$ cat src/rtl/lc3_decode_stage.sv
// LC3 decode pipeline stage: registers the fetched instruction and its PC+1,
// and decodes the opcode into execute, writeback and memory control words.
//
// Ports:
//   clock         stage clock, all state changes on the rising edge
//   reset         synchronous active-low reset
//   enable_decode capture strobe from fetch
//   npc_in        PC+1 of the instruction on instr_dout
//   instr_dout    instruction word from instruction memory
//   IR            registered instruction
//   npc_out       registered npc_in
//   E_control     {alu_control[1:0], pcselect1[1:0], pcselect2, op2select}
//   W_control     writeback select: 00 ALU, 01 memory, 10 PC
//   Mem_control   1 = indirect access (LDI/STI)
//   decode_valid  high for the cycle after a capture
//   illegal_op    captured opcode is not supported
module lc3_decode_stage #(
    parameter int DATA_W       = 16,
    parameter bit ILLEGAL_ZERO = 1'b1
) (
    input  logic              clock,
    input  logic              reset,
    input  logic              enable_decode,
    input  logic [DATA_W-1:0] npc_in,
    input  logic [DATA_W-1:0] instr_dout,
    output logic [DATA_W-1:0] IR,
    output logic [DATA_W-1:0] npc_out,
    output logic [5:0]        E_control,
    output logic [1:0]        W_control,
    output logic              Mem_control,
    output logic              decode_valid,
    output logic              illegal_op
);

    logic [3:0] opcode;
    logic       imm_mode;
    logic [5:0] e_next;
    logic [1:0] w_next;
    logic       m_next;
    logic       legal;

    assign opcode   = instr_dout[15:12];
    assign imm_mode = instr_dout[5];

    always_comb begin
        e_next = 6'b000000;
        w_next = 2'b00;
        m_next = 1'b0;
        legal  = 1'b1;
        case (opcode)
            4'b0001: e_next = imm_mode ? 6'b000000 : 6'b000001;
            4'b0101: e_next = imm_mode ? 6'b010000 : 6'b010001;
            4'b1001: e_next = 6'b100000;
            4'b0000: e_next = 6'b000110;
            4'b1100: e_next = 6'b001100;
            4'b0010: begin
                e_next = 6'b000110;
                w_next = 2'b01;
            end
            4'b0110: begin
                e_next = 6'b001000;
                w_next = 2'b01;
            end
            4'b1010: begin
                e_next = 6'b000110;
                w_next = 2'b01;
                m_next = 1'b1;
            end
            4'b1110: begin
                e_next = 6'b000110;
                w_next = 2'b10;
            end
            4'b0011: e_next = 6'b000110;
            4'b0111: e_next = 6'b001000;
            4'b1011: begin
                e_next = 6'b000110;
                m_next = 1'b1;
            end
            default: legal = 1'b0;
        endcase
    end

    always_ff @(posedge clock) begin
        if (!reset) begin
            IR           <= '0;
            npc_out      <= '0;
            E_control    <= '0;
            W_control    <= '0;
            Mem_control  <= 1'b0;
            decode_valid <= 1'b0;
            illegal_op   <= 1'b0;
        end else if (enable_decode) begin
            IR           <= instr_dout;
            npc_out      <= npc_in;
            decode_valid <= 1'b1;
            illegal_op   <= ~legal;
            // Illegal opcodes decode to all-zero words, so writing them
            // clears; with ILLEGAL_ZERO off the old words are kept instead.
            if (legal || ILLEGAL_ZERO) begin
                E_control   <= e_next;
                W_control   <= w_next;
                Mem_control <= m_next;
            end
        end else begin
            decode_valid <= 1'b0;
        end
    end

endmodule

$ cat config.mk
export PLATFORM = sky130hd
export DESIGN_NAME = lc3_decode_stage
export DESIGN_NICKNAME = d
export VERILOG_FILES = /design/src/rtl/lc3_decode_stage.sv
export SDC_FILE = /design/constraint.sdc
export NUM_CORES = 1
export LEC_CHECK = 0
export ABC_AREA = 0
export CAP_MARGIN = 20
export CORE_MARGIN = 2
export CORE_UTILIZATION = 44
export DETAILED_ROUTE_END_ITERATION = 8
export PLACE_DENSITY_LB_ADDON = 0.2
export SYNTH_ARGS = -nofsm -noshare
export SYNTH_HDL_FRONTEND = slang
export SYNTH_SLANG_ARGS = --single-unit
$ cat constraint.sdc
create_clock -name clock -period 3.8 [get_ports clock]
set_input_delay 1.14 -clock clock [delete_from_list [all_inputs] [get_ports clock]]
set_output_delay 1.14 -clock clock [all_outputs]
set_load 0.005 [all_outputs]
=== Word-level counts from Yosys, hierarchy flattened ===
Index checks and enable logic that the tools add are counted.

* Memory bits (read-only): 0
* Memories: 0
* Latch bits: 0
* Register bits: 43
* Input bits: 35
* Memory bits (writable): 0

* Bitwise logic cells: 1
* Reduce and logical (&&, ||, !) cells: 6
* $add $sub $neg: 0
* Multipliers: 0
* Equal/unequal tests: 11
* Shifts and indexed selects: 0
* Order comparisons: 0
* Mux-type cells: 7
* Div/mod/pow operators: 0

{| class="wikitable"
|+ Operators by type and width
! cell !! number
|-
| 6-bit one-hot mux with 6 select lines || 1
|-
| 4-bit equality test, second input constant || 5
|-
| 4-bit by 3-bit equality test with 1-bit output, second input constant || 3
|-
| 12-bit OR reduction || 1
|-
| 4-bit by 2-bit equality test with 1-bit output, second input constant || 2
|-
| 6-bit OR reduction || 1
|-
| 1-bit 2-to-1 mux || 5
|-
| 4-bit by 1-bit equality test with 1-bit output, second input constant || 1
|-
| 4-bit logical NOT || 1
|-
| 2-bit one-hot mux with 2 select lines || 1
|-
| 2-bit OR reduction || 2
|-
| 3-bit OR reduction || 1
|-
| 1-bit inverter || 1
|}

=== Depth between registers and ports, before layout ===
Gate-level depths: netlist of the first run.

* Word-level depth: 4
* Mapped depth: 5
* Gate-level depth less buffers: 3

=== Worst setup path after synthesis of the first run ===
OpenSTA, ideal clock, no wires.

* Path kind: input to register
* Start: input port enable_decode
* End: register npc_out[7]
* Slack: 1797 ps
* Data arrival time: 1874 ps
* Data required time: 3671 ps
* Stages: 5
* Setup time: 129 ps
* Cells stage by stage: buf_2 -> buf_4 -> buf_2 -> mux2i_1 -> nor2_1

{| class="wikitable"
|+ RTL lines
! item !! line !! source
|-
| start: declaration || 23 || <nowiki>input logic enable_decode,</nowiki>
|-
| end signal: assignment || 94 || <nowiki>npc_out <= npc_in;</nowiki>
|-
| end: declaration || 27 || <nowiki>output logic [DATA_W-1:0] npc_out,</nowiki>
|}

=== Final worst setup path of the first run ===
* Start: register npc_out[5]
* End: output port npc_out[5]

No word-level cell between the ends.

==> metrics.md, run 1 <==
| Metric | Value |
|---|---|
| Post-synthesis instance area | `about 1700 um^2` |
| Main combinational cell family by area after synthesis | `simple AND/OR/NAND/NOR gates` |
| WL final | `3.77 mm` |
| Compound-gate portion of the synthesized area | `0.0684` |
| Gr usage total | `0.186` |
| # DRC | `0` |
| Seq/Total Area, Yosys | `0.506` |
| Count of cells resized by post-cts repair | `0` |
| Crit path depth | `1` |
| Final std cells w/o fill | `286` |
| Inst Count DP | `278` |
| P_leak | `1.02 nW` |
| Max-Cap Viols | `0` |
| Global-route wire length before repair | `between 6 and 7 mm` |
| H-tree depth | `2` |
| Clock transition at the registers of the reported paths | `approximately 0.070 ns` |
| Full die area | `around 4400 um^2` |
| PortBufs | `77` |
| Critical-path cell list | `clkdlybuf4s50_1` |
| Primary FF master, synth | `dfxtp_1` |
| Post-synthesis adder-cell area fraction | `0` |
| CTS sink count | `43` |
| Initial antenna violation count | `0` |
| Cell count of the worst reg-to-reg path | `2` |
| Final Max Tran Viols | `0` |
| Mapped Nets | `199` |
| Core area | `around 3700 um^2` |
| Area growth syn-to-layout | `51.7%` |
| Crit Path Category | `reg2out` |
| Arrival @ worst endpoint | `between 1 and 1.5 ns` |
| Placed wire-length estimate | `roughly 2.7 mm` |
| Syn_area_per_cell | `between 10 and 15 um^2` |
| Fin crit period | `about 2.3 ns` |
| Crit end category | `output port` |
| Unrepaired setup endpoints after global routing | `no` |
| Synth Warn # | `0` |
| Die Wd | `66.2 um` |
| Rows | `22` |
| Clk_lat worst skew | `around 0.29 ns` |
| Core Util, Final | `0.699` |
| Critical Path Max Stage Delay | `between 0.5 and 0.6 ns` |
| Critical Path Fanout Max | `2` |
| Die H | `between 60 and 70 um` |
| Antenna diodes | `0` |
| Drt via density | `between 4 and 5` |
| Post-route ant nets | `0` |
| Pwr/cell area | `between 300 and 400 nW/um^2` |
| # IOs | `78` |
| Crit share post-route | `0.609` |
| Gate Count Post-Synth | `between 150 and 200` |
| Relative slew slack | `0.574` |
| Routed vias | `1351` |
| F_max | `between 400 and 500 MHz` |
| Crit path launch type | `flop` |
| Yosys cell types | `28` |
| Fin Hold WS | `0.477 ns` |
| TritonCTS clock tree | `done` |
| Outcome | `completed` |
| # fillers | `roughly 300` |
| Least-Margin Pin Slew | `roughly 0.64 ns` |
| Total CTS buffers | `5` |
| Clock root cell | `clkbuf_8` |
| Vias in the first global route | `roughly 1400` |
| Hold path depth | `2` |
| #FFs+latches synth | `43` |
| Worst hold path type | `reg2reg` |
| Synth Area in XOR/XNOR | `0` |
| Top delay family on crit path | `buffers and inverters` |
| Maximum vdd drop | `between 0.3 and 0.4 mV` |
| EDFF count, synth | `0` |
| Slowest-stage cell, CP | `clkdlybuf4s50_1` |
| TNS Setup | `0 ns` |
| Grt total ovfl | `0` |
| Multiplexer share of the synthesized area | `0.182` |
| Final setup fails | `0` |
| Ys async rst share | `0` |
| Pin count of the biggest net entering global routing | `33` |
| DRT iter0 DRCs | `29` |
| Share of layout cells above drive strength 1 | `0.0672` |
| DRT Pass-1 Iters | `4` |
| Final instance area | `~2600 um^2` |
| Routed len/inst | `around 13 um` |
| Final Wtd Congestion | `slightly below 0.8` |
| Hold bufs inserted after CTS | `0` |
| Buf/Inv on CP | `1` |
| Post-DP Area | `approximately 2500 um^2` |
| Post-CTS Setup Inserts | `0` |
| Initial Utilization | `0.461` |
| Skew final | `0 ns` |
| Synth Area in Simple Gates | `0.202` |
| Fin nets | `roughly 270` |
| CTS max path bufs | `2` |
| Fin. Hold Viols | `0` |
| Crit path required time | `roughly 2.7 ns` |
[path summary, 6_finish.rpt]
| check | startpoint | to | slack, ns |
|---|---|---|---|
| setup reg to reg | E_control[3] | E_control[3] | 3.00 |
| hold / removal | W_control[0] | W_control[0] | 0.48 |
| hold reg to reg | W_control[0] | W_control[0] | 0.48 |
| setup / recovery | npc_out[5] | npc_out[5] | 1.49 |
[synthesized netlist by cell type, types with 2 or more instances]
library cell / instances / share of area
a21boi_1: 4 / 0.018
dfxtp_1: 43 / 0.51
inv_1: 2 / 0.0044
nor3b_1: 2 / 0.0088
o21ai_0: 3 / 0.0088
clkbuf_1: 4 / 0.0088
nor2b_1: 24 / 0.088
a31oi_1: 2 / 0.0074
nand2b_1: 8 / 0.029
nand2_1: 4 / 0.0088
buf_2: 8 / 0.024
a21oi_1: 3 / 0.0088
nand3_1: 2 / 0.0059
nor4b_1: 2 / 0.010
mux2i_1: 31 / 0.18
nor2_1: 10 / 0.022
[cells in the final DEF (no fill, tap or decap), drive strengths merged]
master and n:
and2b 1, o21a 1, a31oi 2, nor2 10, nand2b 8, clkdlybuf4s50 76
nand2 5, o311a 1, nand3 2, dfxtp 43, inv 2, a221oi 1
nand4 1, and2 1, a21oi 4, nor3b 2, buf 3, nor4b 2
clkbuf 8, or2 1, mux2i 31, or4b 1, a21boi 5, nor2b 24
o21ai 3
[power breakdown]
| part | switching, W | internal [W] |
|---|---|---|
| Combinational | 0.0000547 | 0.000101 |
| Sequential | 0.0000121 | 0.000475 |
| Clock | 0.000145 | 0.000166 |
[cells by family (layout without fill, tap and decap cells)]
group                  count (synthesis)  count (layout)
DFF                                   43              43
and+or+nand+nor                       58              58
buffers and inverters                 15              89
muxes                                 31              31
AOI/OAI and AO/OA                     17              17
[flip-flops by register name, indices dropped and copies added (netlist names)]
name and cells:
E_control 6, npc_out 16, Mem_control 1, decode_valid 1
IR 16, W_control 2, illegal_op 1
[layout make-up]
class	count	area, um^2	share of cell area
clock buffers	8	100	0.0388
inverters	2	7.51	0.00291
multi-input cells	106	769	0.298
flip-flops and latches	43	861	0.334
well taps	48	60.1	0.0233
repair buffers	79	781	0.303
[routing by layer]
metal / track usage / vias to the layer above / share of wire
met5: 0 / - / 0
met4: 0.0689 / 0 / 0.013
met3: 0.0647 / 6 / 0.072
met2: 0.318 / 42 / 0.48
met1: 0.213 / 608 / 0.44
li1: - / 695 / -
[per-stage QoR]
| stage | power (W) | setup WS (ns) |
|---|---|---|
| finish | 0.000953 | 1.49 |
| floorplan | 0.000562 | 1.80 |
| global route | 0.00101 | 1.35 |
| detailed placement | 0.000654 | 1.20 |
| global placement | 0.000649 | 1.28 |
| CTS | 0.000966 | 1.47 |
(Power assumes the default switching activity.)
==> run 2: changes to the inputs <==
Settings changed: CORE_UTILIZATION 44 to 41.
Clock period 3.8 ns to 2.3 ns, I/O delays scaled along.
==> metrics.md, run 2 (same netlist as run 1, synthesis figures left out) <==
| Metric | Value |
|---|---|
| Outcome | `completed` |
| Relative slew slack | `0.728 (+0.155)` |
| Post-DP Area | `2540 um^2 (+2.5%)` |
| Routed vias | `1351 (unchanged)` |
| PortBufs | `77 (unchanged)` |
| WL final | `3.58 mm (-5.2%)` |
| Final Wtd Congestion | `0.680 (-12%)` |
| TritonCTS clock tree | `done` |
| Clock root cell | `clkbuf_8` |
| Pwr/cell area | `571 nW/um^2 (+54%)` |
| Die H | `68.4 um (+3.4%)` |
| Final Max Tran Viols | `0 (unchanged)` |
| H-tree depth | `2 (unchanged)` |
| Worst hold path type | `reg2reg` |
| R2r endpoint | `E_control[3]` |
| Busiest grt layer | `met2` |
| Crit end category | `output port` |
| Placed wire-length estimate | `2.66 mm (-3.3%)` |
| Most common cell after layout, fill and taps aside | `clkdlybuf4s50_1` |
| CTS sink count | `43 (unchanged)` |
| Slowest-stage cell, CP | `clkdlybuf4s50_1` |
| Grt total ovfl | `0 (unchanged)` |
| DRT Pass-1 Iters | `4 (unchanged)` |
| Least-Margin Pin Slew | `0.407 ns (-0.233 ns)` |
| Min-delay src | `IR[12]` |
| Fin. Hold Viols | `0 (unchanged)` |
| Crit path required time | `1.61 ns (-1.05 ns)` |
| Max-Cap Viols | `0 (unchanged)` |
| Pin count of the biggest net entering global routing | `23 (-30%)` |
| Fin crit period | `roughly 1.8 ns` |
| Rows | `23 (+4.5%)` |
| Antenna diodes | `0 (unchanged)` |
| # IOs | `78 (unchanged)` |
| Buf/Inv on CP | `1 (unchanged)` |
| P_leak | `1.05 nW (+2.3%)` |
| Final setup fails | `0 (unchanged)` |
| TNS Setup | `0 ns (unchanged)` |
| Critical Path Fanout Max | `2 (unchanged)` |
| Critical Path Max Stage Delay | `0.52 ns (about the same)` |
| Global-route wire length before repair | `5.49 mm (-11%)` |
| Share of layout cells above drive strength 1 | `0.0902 (+0.0229)` |
| Fin nets | `280 (+2.9%)` |
| Critical-path cell list | `clkdlybuf4s50_1` |
| Met1 GRT Util | `0.201 (-0.0120)` |
| Post-place setup slack | `0.217 ns (-0.986 ns)` |
| Final instance area | `2610 um^2 (+1.4%)` |
| Drt via density | `4.60 (-2.7%)` |
| Die Wd | `68.4 um (+3.4%)` |
| Initial antenna violation count | `0 (unchanged)` |
| Core area | `4000 um^2 (+8.4%)` |
| Reg-to-reg startpoint | `E_control[3]` |
| Unrepaired setup endpoints after global routing | `no` |
| Total CTS buffers | `5 (unchanged)` |
| Full die area | `4680 um^2 (+6.9%)` |
| Post-route ant nets | `0 (unchanged)` |
| Top delay family on crit path | `buffers and inverters` |
| # DRC | `0 (unchanged)` |
| Clock transition at the registers of the reported paths | `0.07 ns (about the same)` |
| Maximum vdd drop | `0.402 mV (+28%)` |
| Arrival @ worst endpoint | `1.15 ns (-0.02 ns)` |
| Met3 global-route usage | `0.0576 (-0.00717)` |
| Gr usage total | `0.157 (-0.0290)` |
| Crit share post-route | `0.799` |
| Vias in the first global route | `1208 (-11%)` |
| Area growth syn-to-layout | `53.7%` |
| Initial Utilization | `0.425 (-0.0359)` |
| Post-CTS Setup Inserts | `0 (unchanged)` |
| Crit path launch type | `flop` |
| Cell count of the worst reg-to-reg path | `2 (unchanged)` |
| Hold Path Sink | `IR[12]` |
| Count of cells resized by post-cts repair | `0 (unchanged)` |
| Hold path depth | `2 (unchanged)` |
| Top Registers | `IR x16, npc_out x16, E_control x6` |
| Clk_lat worst skew | `0.27 ns (-0.02 ns)` |
| Skew final | `0 ns (unchanged)` |
| Final worst slack | `0.463 ns (-1.02 ns)` |
| Routed len/inst | `12.2 um (-7.8%)` |
| DRT iter0 DRCs | `86 (+200%)` |
| Most frequent cells in the layout | `76 x clkdlybuf4s50_1, 43 x dfxtp_1, 31 x mux2i_1` |
| Reg-to-reg setup timing slack | `1.53 ns (-1.47 ns)` |
| Core Util, Final | `0.653 (-0.0457)` |
| Hold bufs inserted after CTS | `0 (unchanged)` |
| F_max | `544 MHz` |
| Met2 Track Usage GR | `0.236 (-0.0819)` |
| CTS max path bufs | `2 (unchanged)` |
| Crit Path Category | `reg2out` |
-- run 2: cell count changes in the layout (fill, tap and decap cells not counted) --
cell      change
buf_4         +8
clkbuf_8      -2
-- run 2: layer usage --
metal  up-vias  part of all wire  wire, um
met5         -                 0         0
met4         0             0.014        51
met3         5             0.081       288
met2        45              0.43      1550
met1       591              0.47      1690
li1        710                 -         -
-- run 2: how the worst max path moves through the flow --
stage	startpoint	end	slack (ns)	cells after the start
global placement	instr_dout[14]	E_control[4]	0.23	4
finish	E_control[3]	E_control[3]	0.46	1
detailed placement	instr_dout[14]	E_control[4]	0.22	4
CTS	IR[14]	IR[14]	0.45	1
global route	npc_out[8]	npc_out[8]	0.41	1
floorplan	enable_decode	npc_out[7]	0.75	5
-- run 2: area by class of cell --
| class | count | area [um^2] |
|---|---|---|
| Inverter | 2 | 7.51 |
| Tap cell | 50 | 62.6 |
| Sequential cell | 43 | 861 |
| Clock buffer | 6 | 72.6 |
| Timing Repair Buffer | 87 | 841 |
| Fill cell | 354 | 1390 |
| Multi-Input combinational cell | 106 | 769 |
-- run 2: through the flow --
stage / hold WS [ns] / total power (W) / cells
2_1_floorplan: 0.461 / 0.000928 / 164
3_3_place_gp: 0.456 / 0.00109 / 288
3_5_place_dp: 0.465 / 0.00109 / 288
4_1_cts: 0.477 / 0.00152 / 294
5_1_grt: 0.511 / 0.00157 / 294
6_report: 0.474 / 0.00149 / 294
-- run 2: power breakdown --
part           internal (W)  total, W  switching, W
Combinational      0.000176  0.000267     0.0000911
Clock              0.000202  0.000422      0.000220
Sequential         0.000785  0.000804     0.0000194
==> run 3: changes to the inputs <==
Settings changed: CORE_UTILIZATION 41 to 37.
Clock period 2.3 ns to 1.65 ns, I/O delays scaled along.
==> metrics.md, run 3 (same netlist as run 1, synthesis figures left out) <==
| Metric | Value |
|---|---|
| Reg-to-reg setup timing slack | `0.91 ns (-0.62 ns)` |
| CTS sink count | `43 (unchanged)` |
| Arrival @ worst endpoint | `1.13 ns (-0.02 ns)` |
| Cell count of the worst reg-to-reg path | `2 (unchanged)` |
| Die H | `71.8 um (+5.0%)` |
| Final Wtd Congestion | `0.790 (+16%)` |
| Skew final | `0 ns (unchanged)` |
| Worst hold path type | `reg2reg` |
| CTS max path bufs | `2 (unchanged)` |
| Die Wd | `71.8 um (+5.0%)` |
| Critical Path Max Stage Delay | `0.50 ns (-0.02 ns)` |
| Fin crit period | `around 1.6 ns` |
| # IOs | `78 (unchanged)` |
| Area growth syn-to-layout | `63.1%` |
| Maximum vdd drop | `0.569 mV (+41%)` |
| Clock root cell | `clkbuf_8` |
| Sw Ratio | `0.220 (-0.00107)` |
| Met3 global-route usage | `0.0534 (-0.00412)` |
| Rows | `24 (+4.3%)` |
| Logic pwr share | `0.163 (-0.016)` |
| Full die area | `5150 um^2 (+10%)` |
| Flop pwr share | `0.492 (-0.047)` |
| Crit Path Category | `reg2out` |
| TNS Setup | `0 ns (unchanged)` |
| Placed wire-length estimate | `2.90 mm (+9.0%)` |
| Worst Setup SP | `IR[10]` |
| Initial Utilization | `0.388 (-0.0372)` |
| Drt via density | `4.75 (+3.4%)` |
| Hold path depth | `2 (unchanged)` |
| Routed vias | `1449 (+7.3%)` |
| F_max | `between 600 and 700 MHz` |
| Pwr/cell area | `823 nW/um^2 (+44%)` |
| Core area | `4380 um^2 (+9.6%)` |
| Reg-to-reg startpoint | `E_control[3]` |
| Outcome | `completed` |
| Share of layout cells above drive strength 1 | `0.170 (+0.0798)` |
| Reg area | `876 um^2 (+1.7%)` |
| Crit path depth | `1 (unchanged)` |
| DRT Pass-1 Iters | `4 (unchanged)` |
| Pin count of the biggest net entering global routing | `18 (-22%)` |
| Total CTS buffers | `5 (unchanged)` |
| Met2 Track Usage GR | `0.254 (+0.0185)` |
| Fin. Hold Viols | `0 (unchanged)` |
| Multi-input logic area | `769 um^2 (unchanged)` |
| Internal power | `0.00178 W (+53%)` |
| Antenna diodes | `0 (unchanged)` |
| Final Max Tran Viols | `0 (unchanged)` |
| Busiest grt layer | `met2` |
| Top delay family on crit path | `buffers and inverters` |
| Clock transition at the registers of the reported paths | `0.08 ns (about the same)` |
| Met1 GRT Util | `0.205 (+0.00385)` |
| Crit end category | `output port` |
| Least-Margin Pin Slew | `0.264 ns (-0.142 ns)` |
| Psw | `0.000502 W (+52%)` |
| Crit share post-route | `0.985` |
| Final instance area | `2770 um^2 (+6.1%)` |
| Hold bufs inserted after CTS | `0 (unchanged)` |
| Crit path to | `IR[10]` |
| Post-place setup slack | `-0.119 ns (-0.336 ns)` |
| Vias in the first global route | `1373 (+14%)` |
| Critical-path cell list | `clkdlybuf4s50_1` |
| # fillers | `377 (+6.5%)` |
| Clock share of power | `0.345 (+0.062)` |
| Top Registers | `IR x16, npc_out x16, E_control x6` |
| Crit path launch type | `flop` |
| TritonCTS clock tree | `done` |
| Final setup fails | `0 (unchanged)` |
| Post-CTS Setup Inserts | `0 (unchanged)` |
| Routed len/inst | `13.1 um (+8.0%)` |
| Post-route ant nets | `0 (unchanged)` |
| # DRC | `0 (unchanged)` |
| Core Util, Final | `0.632 (-0.0210)` |
| Clk_lat worst skew | `0.29 ns (+0.02 ns)` |
| Fin nets | `288 (+2.9%)` |
| Crit path required time | `1.15 ns (-0.46 ns)` |
| PortBufs | `77 (unchanged)` |
| Buf/Inv on CP | `1 (unchanged)` |
| P_leak | `1.54 nW (+47%)` |
| Critical Path Fanout Max | `2 (unchanged)` |
| Relative slew slack | `0.821 (+0.0928)` |
| Most common cell after layout, fill and taps aside | `clkdlybuf4s50_1` |
| Grt total ovfl | `0 (unchanged)` |
| WL final | `4.01 mm (+12%)` |
| Post-DP Area | `2600 um^2 (+2.5%)` |
| Max-Cap Viols | `0 (unchanged)` |
| Slowest-stage cell, CP | `clkdlybuf4s50_1` |
| Count of cells resized by post-cts repair | `10 (+10)` |
| Inst Count DP | `298 (+3.5%)` |
| R2r endpoint | `E_control[3]` |
| Global-route wire length before repair | `6.43 mm (+17%)` |
| DRT iter0 DRCs | `53 (-38%)` |
| Most frequent cells in the layout | `42 x clkdlybuf4s50_1, 31 x dfxtp_1, 31 x mux2i_1` |
| H-tree depth | `2 (unchanged)` |
| Gr usage total | `0.162 (+0.00437)` |
| Final worst slack | `0.0247 ns (-0.438 ns)` |
| Final std cells w/o fill | `305 (+3.7%)` |
| Initial antenna violation count | `0 (unchanged)` |
==> run 3: layer usage <==
| metal | vias up | share of wire | routed length [um] |
|---|---|---|---|
| li1 | 721 | - | - |
| met1 | 670 | 0.43 | 1720 |
| met2 | 51 | 0.48 | 1920 |
| met3 | 7 | 0.076 | 304 |
| met4 | 0 | 0.015 | 61 |
| met5 | - | 0 | 0 |
==> run 3: final cells by class <==
cell class	count	area share
clock buffer	6	0.0262
clock inverter	1	0.0108
inverter	2	0.00271
multi-input combinational	106	0.278
sequential	43	0.316
tap	52	0.0235
timing repair buffer	95	0.343
==> run 3: worst min path at each step <==
stage	slack, ns	end	startpoint
final	0.47	W_control[1]	W_control[1]
after global placement	0.46	W_control[1]	W_control[1]
after global routing	0.49	W_control[0]	W_control[0]
after CTS	0.47	W_control[0]	W_control[0]
after floorplan	0.46	Mem_control	Mem_control
after detailed placement	0.46	W_control[0]	W_control[0]
==> run 3: through the flow <==
| step | power, W | hold WS [ns] |
|---|---|---|
| 5_1_grt | 0.00240 | 0.488 |
| 3_3_place_gp | 0.00153 | 0.456 |
| 2_1_floorplan | 0.00129 | 0.461 |
| 6_report | 0.00228 | 0.465 |
| 3_5_place_dp | 0.00154 | 0.459 |
| 4_1_cts | 0.00232 | 0.471 |
==> run 3: power by group through the flow <==
stage	logic (W)	clock network (W)	registers, W
2_1_floorplan	0.000144	0	0.00115
3_3_place_gp	0.000389	0	0.00114
3_5_place_dp	0.000393	0	0.00114
4_1_cts	0.000387	0.000811	0.00112
5_1_grt	0.000407	0.000865	0.00113
6_report	0.000373	0.000788	0.00112
